[src/rtl/maple_pkg.sv]
// rtl/maple_pkg.sv - shared codes, FSM encoding and default counts for the Maple pattern decoder
package maple_pkg;

  typedef logic [2:0] code_t;

  localparam code_t CODE_NONE        = 3'd0;
  localparam code_t CODE_START_FRAME = 3'd1;
  localparam code_t CODE_START_CRC   = 3'd2;
  localparam code_t CODE_START_OCC   = 3'd3;
  localparam code_t CODE_START_RESET = 3'd4;
  localparam code_t CODE_END         = 3'd5;
  localparam code_t CODE_ERR_COUNT   = 3'd6;
  localparam code_t CODE_ERR_TIMEOUT = 3'd7;

  // One-hot so each counting state is a single flop test
  typedef enum logic [2:0] {
    ST_IDLE      = 3'b001,
    ST_START_CNT = 3'b010,
    ST_END_CNT   = 3'b100
  } state_t;

  localparam int DEF_CNT_W           = 8;
  localparam int DEF_START_FRAME_CNT = 4;
  localparam int DEF_START_CRC_CNT   = 6;
  localparam int DEF_START_OCC_CNT   = 8;
  localparam int DEF_START_RESET_CNT = 14;
  localparam int DEF_END_CNT         = 2;
  localparam int DEF_MIN_CNT         = 2;
  localparam int DEF_TIMEOUT_CYCLES  = 1024;

endpackage

[src/rtl/maple_stall_timer.sv]
// rtl/maple_stall_timer.sv - idle-cycle timer that flags a stalled pattern
module maple_stall_timer #(
  parameter int TIMEOUT_CYCLES = 1024
) (
  input  logic clk,
  input  logic reset,
  input  logic clear,
  input  logic run,
  output logic expired
);

  localparam int TW = (TIMEOUT_CYCLES > 2) ? $clog2(TIMEOUT_CYCLES) : 1;
  localparam logic [TW-1:0] LAST = TW'(TIMEOUT_CYCLES - 1);

  logic [TW-1:0] r_timer;

  assign expired = run && (r_timer == LAST);

  // Count idle cycles while running; hold at the terminal value until cleared
  always_ff @(posedge clk) begin
    if (!reset || clear || !run) begin
      r_timer <= '0;
    end else if (!expired) begin
      r_timer <= r_timer + 1'b1;
    end
  end

endmodule

[src/rtl/maple_pattern_decoder.sv]
// rtl/maple_pattern_decoder.sv - Maple bus start/end pattern decoder, stall timeout under MAPLE_PATTERN_TIMEOUT_EN
module maple_pattern_decoder
  import maple_pkg::*;
#(
  parameter int CNT_W           = DEF_CNT_W,
  parameter int START_FRAME_CNT = DEF_START_FRAME_CNT,
  parameter int START_CRC_CNT   = DEF_START_CRC_CNT,
  parameter int START_OCC_CNT   = DEF_START_OCC_CNT,
  parameter int START_RESET_CNT = DEF_START_RESET_CNT,
  parameter int END_CNT         = DEF_END_CNT,
  parameter int MIN_CNT         = DEF_MIN_CNT
`ifdef MAPLE_PATTERN_TIMEOUT_EN
  ,
  parameter int TIMEOUT_CYCLES  = DEF_TIMEOUT_CYCLES
`endif
) (
  input  logic             clk,
  input  logic             reset,
  input  logic             sdcka_posedge,
  input  logic             sdcka_negedge,
  input  logic             sdckb_posedge,
  input  logic             sdckb_negedge,
  input  logic             frame_active,
  output logic             pattern_valid,
  output logic [2:0]       pattern_code,
  output logic [CNT_W-1:0] pattern_count
);

  localparam logic [CNT_W-1:0] CNT_MAX = '1;

  state_t           r_state;
  logic [CNT_W-1:0] r_cnt;
  logic             r_valid;
  code_t            r_code;
  logic [CNT_W-1:0] r_count;

  logic             w_cnt_sat;
  logic [3:0]       w_start_cls;
  logic [3:0]       w_end_cls;
  logic             w_timeout;

  // {report, code} for a closed start pattern
  function automatic logic [3:0] classify_start(input logic [CNT_W-1:0] c);
    int n;
    n = int'(c);
    if (c == CNT_MAX)           return {1'b1, CODE_ERR_COUNT};
    if (n < MIN_CNT)            return {1'b0, CODE_NONE};
    if (n == START_FRAME_CNT)   return {1'b1, CODE_START_FRAME};
    if (n == START_CRC_CNT)     return {1'b1, CODE_START_CRC};
    if (n == START_OCC_CNT)     return {1'b1, CODE_START_OCC};
    if (n == START_RESET_CNT)   return {1'b1, CODE_START_RESET};
    return {1'b1, CODE_ERR_COUNT};
  endfunction

  // {report, code} for a closed end pattern; 0 or 1 falls are just a data bit
  function automatic logic [3:0] classify_end(input logic [CNT_W-1:0] c);
    int n;
    n = int'(c);
    if (c == CNT_MAX)  return {1'b1, CODE_ERR_COUNT};
    if (n <= 1)        return {1'b0, CODE_NONE};
    if (n == END_CNT)  return {1'b1, CODE_END};
    return {1'b1, CODE_ERR_COUNT};
  endfunction

  assign w_cnt_sat   = (r_cnt == CNT_MAX);
  assign w_start_cls = classify_start(r_cnt);
  assign w_end_cls   = classify_end(r_cnt);

`ifdef MAPLE_PATTERN_TIMEOUT_EN
  logic w_any_edge;
  logic w_expired;

  assign w_any_edge = sdcka_posedge | sdcka_negedge | sdckb_posedge | sdckb_negedge;

  maple_stall_timer #(
    .TIMEOUT_CYCLES(TIMEOUT_CYCLES)
  ) u_timer (
    .clk    (clk),
    .reset  (reset),
    .clear  (w_any_edge),
    .run    (r_state != ST_IDLE),
    .expired(w_expired)
  );

  // Any edge in the expiry cycle counts as activity, so a closing edge always wins
  assign w_timeout = w_expired && !w_any_edge;
`else
  assign w_timeout = 1'b0;
`endif

  // Pattern FSM with registered one-cycle report
  always_ff @(posedge clk) begin
    if (!reset) begin
      r_state <= ST_IDLE;
      r_cnt   <= '0;
      r_valid <= 1'b0;
      r_code  <= CODE_NONE;
      r_count <= '0;
    end else begin
      r_valid <= 1'b0;
      r_code  <= CODE_NONE;
      case (r_state)
        ST_IDLE: begin
          if (!frame_active && sdcka_negedge) begin
            r_state <= ST_START_CNT;
            r_cnt   <= '0;
          end else if (frame_active && sdckb_negedge) begin
            r_state <= ST_END_CNT;
            r_cnt   <= '0;
          end
        end
        ST_START_CNT: begin
          if (sdcka_posedge) begin
            r_state <= ST_IDLE;
            if (w_start_cls[3]) begin
              r_valid <= 1'b1;
              r_code  <= w_start_cls[2:0];
              r_count <= r_cnt;
            end
          end else if (w_timeout) begin
            r_state <= ST_IDLE;
            r_valid <= 1'b1;
            r_code  <= CODE_ERR_TIMEOUT;
            r_count <= r_cnt;
          end else if (sdckb_negedge && !w_cnt_sat) begin
            r_cnt <= r_cnt + 1'b1;
          end
        end
        ST_END_CNT: begin
          if (sdckb_posedge) begin
            r_state <= ST_IDLE;
            if (w_end_cls[3]) begin
              r_valid <= 1'b1;
              r_code  <= w_end_cls[2:0];
              r_count <= r_cnt;
            end
          end else if (w_timeout) begin
            r_state <= ST_IDLE;
            r_valid <= 1'b1;
            r_code  <= CODE_ERR_TIMEOUT;
            r_count <= r_cnt;
          end else if (sdcka_negedge && !w_cnt_sat) begin
            r_cnt <= r_cnt + 1'b1;
          end
        end
        default: r_state <= ST_IDLE;
      endcase
    end
  end

  assign pattern_valid = r_valid;
  assign pattern_code  = r_code;
  assign pattern_count = r_count;

endmodule

[config.mk]
export PLATFORM = sky130hd
export DESIGN_NAME = maple_pattern_decoder
export DESIGN_NICKNAME = d
export VERILOG_FILES = /design/src/rtl/maple_pkg.sv /design/src/rtl/maple_stall_timer.sv /design/src/rtl/maple_pattern_decoder.sv
export SDC_FILE = /design/constraint.sdc
export NUM_CORES = 1
export LEC_CHECK = 0
export CAP_MARGIN = 20
export CORE_MARGIN = 2
export CORE_UTILIZATION = 45
export CTS_CLUSTER_SIZE = 8
export DETAILED_ROUTE_END_ITERATION = 8
export MAX_ROUTING_LAYER = met4
export PLACE_DENSITY = 0.74
export SYNTH_ARGS = -nofsm -noshare
export SYNTH_HDL_FRONTEND = slang
export SYNTH_HIERARCHICAL = 1
export SYNTH_SLANG_ARGS = --single-unit
[constraint.sdc]
create_clock -name clk -period 1.9 [get_ports clk]
set_input_delay 0.285 -clock clk [delete_from_list [all_inputs] [get_ports clk]]
set_output_delay 0.285 -clock clk [all_outputs]
set_load 0.02 [all_outputs]
## After elaboration in Yosys (flattened, before gate mapping)

Index checks and enable logic that the tools add are counted.

- Eq/ne operators: 18
- Reduce and logical (&&, ||, !) cells: 11
- Add/subtract/negate cells: 1
- Magnitude comparators: 2
- Mux-type cells: 71

Operator list:

| operator | count |
|---|---|
| $mux 8 | 10 |
| $mux 4 | 18 |
| $mux 1 | 30 |
| $mux 3 | 8 |
| $pmux 8 s3 | 1 |
| $eq 8x4->1 const B | 2 |
| $eq 8x5->1 const B | 2 |
| $ne 2x2->1 const B | 8 |
| $pmux 8 s2 | 1 |
| $pmux 3 s3 | 1 |
| $add 8x1->8 const B | 1 |
| $eq 8x3->1 const B | 1 |
| $eq 8x8->1 const B | 1 |
| $le 8x1->1 const B | 1 |
| $lt 8x2->1 const B | 1 |
| $pmux 3 s2 | 1 |
| $reduce_and 6->1 | 1 |
| $reduce_and 5->1 | 1 |
| $logic_and 1x1->1 | 4 |
| $eq 3x1->1 const B | 1 |
| $eq 3x2->1 const B | 1 |
| $eq 3x3->1 const B | 1 |
| $ne 3x3->1 const B | 1 |
| $reduce_and 3->1 | 1 |
| 4 further kinds | 5 |

- Input port bits: 7
- Word-level logic and storage cells: 108
- Flip-flop bits (word level): 23

## Longest topological paths before layout

- Word-level depth: 26
- Depth in mapped cells: 8

## Worst setup path before layout

OpenSTA, ideal clock, no wires.

- Path kind: reg-to-reg
- Start: register r_state[1]
- End: register r_cnt[6]
- Clock period less this slack: 1.984 ns
- Slack: -0.084 ns
- Arrival time: 1.914 ns
- Cell stages (with the launch flop): 8
- Required time: 1.830 ns
- Path buffers: 2
- Path through: dfxtp_1 -> buf_6 -> nand2b_4 -> or3_4 -> a222oi_1 -> buf_6 -> nand4_1 -> a21oi_1

- Cells in the longest elaborated chain, start to end: 3
- Elaborated cells between the ends (all ways): 11
- Those cells by class: eq/ne: 8; mux: 1; reduce/logical: 2

RTL lines:

| item | RTL line | source |
|---|---|---|
| start, declared | maple_pattern_decoder.sv:31 | `state_t r_state;` |
| start signal, assigned | maple_pattern_decoder.sv:94 | `r_state <= ST_IDLE;` |
| start signal, assigned | maple_pattern_decoder.sv:105 | `r_state <= ST_START_CNT;` |
| start signal, assigned | maple_pattern_decoder.sv:108 | `r_state <= ST_END_CNT;` |
| $eq 3x1->1 (tied with other cells) | maple_pattern_decoder.sv:102 | `case (r_state)` |
| $ne 3x3->1 (no source line) (tied with other cells) | n/a |  |
| $reduce_and 6->1 (no source line) | n/a |  |
| end signal, assigned | maple_pattern_decoder.sv:126 | `r_cnt <= r_cnt + 1'b1;` |
| end signal, assigned | maple_pattern_decoder.sv:143 | `r_cnt <= r_cnt + 1'b1;` |
| end, declared | maple_pattern_decoder.sv:32 | `logic [CNT_W-1:0] r_cnt;` |

Several ways; a longest one is shown, not always the timed one.
A chain may end at the register's enable or synchronous reset.

## Final worst setup path

- Start: register r_state[1]
- End: register r_cnt[5]

The elaborated chain is that of the path after synthesis.

==> results.cfg <==
[worst_hold_path]
hold_class = input pin to flip-flop
hp-start = frame_active
hold_end = r_state[1]
hold_depth = 4

[clock_network]
post_cts_buffers = 0
cts_max_path_buffers = 2
cts_inserted_buffers = 3
htree_num_levels = 1
cts_tree = yes
clock_sinks = 23
root_buffer = clkbuf_4
clkTransAtPathRegs_ns = 0.12
worstSkewPairLatency_ns = 0.31

[setup_path]
start_kind = flip-flop
reg2reg_depth = 6
regToRegEndpoint = r_cnt[5]
end_kind = flip-flop
critical_path_class = flip-flop to flip-flop
r2r-start = r_state[1]
arrival_ns = 2.04
crit_required_ns = 2.10
regToRegSetupSlack_ns = 0.06
cp_max_fo = 10

[synthesis]
ys_types = 39
synth_edf_count = 0
synth_fp_nets = 155
syn_inst = 144
netlist_area_sq_um = 1250
synth_warnings = 6
synth_area_per_cell_sq_um = 8.71
yosysSeqAreaShare = 0.367
async_reset_ff_frac = 0
synth_seq_cells = 23
synthFlopType = dfxtp_1

[sta]
setup_viol_count_final = 0
drv_slew = 0
slew_headroom = 0.634
clock_skew_ns = 0.00498
final_hold_viol_count = 0
fin_tns_setup_ns = 0
timing.hold.ws_ns = 0.487
setup_slack_ns = 0.0614
timing.fmax_mhz = 544
worstMarginPinSlew_ns = 0.544
timing.final.crit_share = 0.968
period_needed_ns = 1.84

[global_routing]
antenna_found_initial = 0
grt_max_degree = 16
grt_usage = 0.196
overflow = 0
grt_pass1_wl_um = 4950
grt_pass1_vias = 1126

[drt]
viasPerCell = 5.59
ant_nets = 0
wl_per_cell_um = 13.8
drt_iter0_drc = 24
routed_wirelength_um = 2970
vias = 1202
drcViolationCount = 0
first_pass_iters = 6

[run_status]
status = finished, final reports clean

[floorplan]
start_util = 0.463
die-area_sq_um = 3220
io_pins = 19
fp.dieH_um = 56.8
chipWidth_um = 56.8
fp-row-count = 19
core_area_sq_um = 2710

[power_and_ir_drop]
leakagePower_nw = 0.698
power_density_nw_per_um2 = 507
peakVddDrop_v = 0.000489

[placed_design]
routabilityCongestion = 0.818
place_hpwl_um = 2260
io_buffers = 18
place_ws_ns = -0.244

[layout]
layout.nets = 196
drive_above_1_share = 0.261
diodes = 0
num-fill-cells = 237
area_delta_synth_final_pct = 35.0

[flow_run]
maxCapViolations = 0
-- per-layer routing --
layer  GRT usage  wire, um  vias to the layer above
li1            -         -                      605
met1       0.251      1310                      556
met2       0.321      1510                       35
met3      0.0415       125                        6
met4      0.0432        25                        0
met5           -         0                        -
-- flip-flops by register name, indices dropped and copies added, names as in the netlist --
register,cells
pattern_count,8
pattern_valid,1
r_cnt,8
r_state,3
pattern_code,3
-- metrics by stage --
stage / cell area [sq um] / util / total power, mW / cells
floorplan: 1250 / - / 0.585 / 144
global placement: 1620 / 0.598 / 0.636 / 210
detailed placement: 1620 / 0.598 / 0.642 / 210
CTS: 1650 / 0.608 / 0.856 / 214
global route: 1690 / 0.625 / 0.901 / 215
finish: 1690 / 0.625 / 0.858 / 215
-- layout make-up --
class	instances	area, sq um	area share
multi-input cells	104	733	0.433
flip-flops and latches	23	469	0.277
repair buffers	43	388	0.229
well taps	31	38.8	0.0229
inverters	10	37.5	0.0222
clock buffers	4	26.3	0.0155
-- worst max-delay path by stage --
| stage | startpoint | to | slack (ns) | depth (start not counted) |
|---|---|---|---|---|
| finish | r_state[1] | r_cnt[5] | 0.06 | 6 |
| global route | r_state[1] | r_cnt[3] | -0.03 | 6 |
| CTS | r_cnt[0] | pattern_count[0] | 0.01 | 8 |
| detailed placement | frame_active | r_cnt[5] | -0.24 | 7 |
| global placement | frame_active | r_cnt[3] | -0.18 | 7 |
| floorplan | r_state[1] | r_cnt[6] | -0.04 | 7 |
-- critical path: stages, from the launching register on --
cell	delay, ns
dfxtp_2	0.38
nand2b_4	0.15
or3_4	0.33
a222oi_1	0.40
buf_4	0.24
a31o_2	0.17
a21oi_1	0.07
-- power by group --
group	total (mW)	internal, mW	switching [mW]
Combinational	0.135	0.0734	0.0612
Sequential	0.504	0.490	0.0141
Clock	0.219	0.0820	0.137
-- layout by cell type, fill, tap and decap left out, types with 5 or more instances in the layout --
master,n
buf_4,24
dfxtp_1,18
nor2_1,15
clkdlybuf4s50_1,15
inv_1,10
a21oi_1,10
mux2i_1,9
nor2b_1,8
nand4_1,7
nand2_1,6
a31o_2,5
-- timing repair --
item | in CTS | in global routing
setup endpoints to repair | 0 | 17
endpoints found under the hold margin | 0 | 0
hold buffers | 0 | 0
resized for setup | 0 | 18
-- kinds of logic (layout without fill, tap and decap cells) --
group | after synthesis | in the layout | share of synthesized area
xor gates and xnor gates | 2 | 2 | 0.0140
buffers and inverters | 17 | 57 | 0.0649
muxes | 10 | 10 | 0.0808
adders and majority gates | 4 | 4 | 0.0399
and+or+nand+nor | 58 | 58 | 0.268
DFF | 23 | 23 | 0.367
AOI/OAI and AO/OA | 30 | 30 | 0.165
-- synth_stat cells (2+ instances only) --
library cell   n  share of area
a21oi_1       10          0.040
a31o_2         5          0.035
buf_2          2         0.0080
buf_6          2          0.018
clkbuf_1       3         0.0090
dfxtp_1       23           0.37
ha_1           4          0.040
inv_1         10          0.030
mux2i_1        9          0.072
nand2_1        6          0.018
nand3_1        3          0.012
nand3b_1       3          0.018
nand4_1        7          0.035
nor2_1        15          0.045
nor2b_1        8          0.040
nor3_1         3          0.012
nor3b_1        4          0.024
nor4_1         2          0.010
o21ai_0        4          0.016
o32ai_1        2          0.014
(Power assumes the default switching activity.)
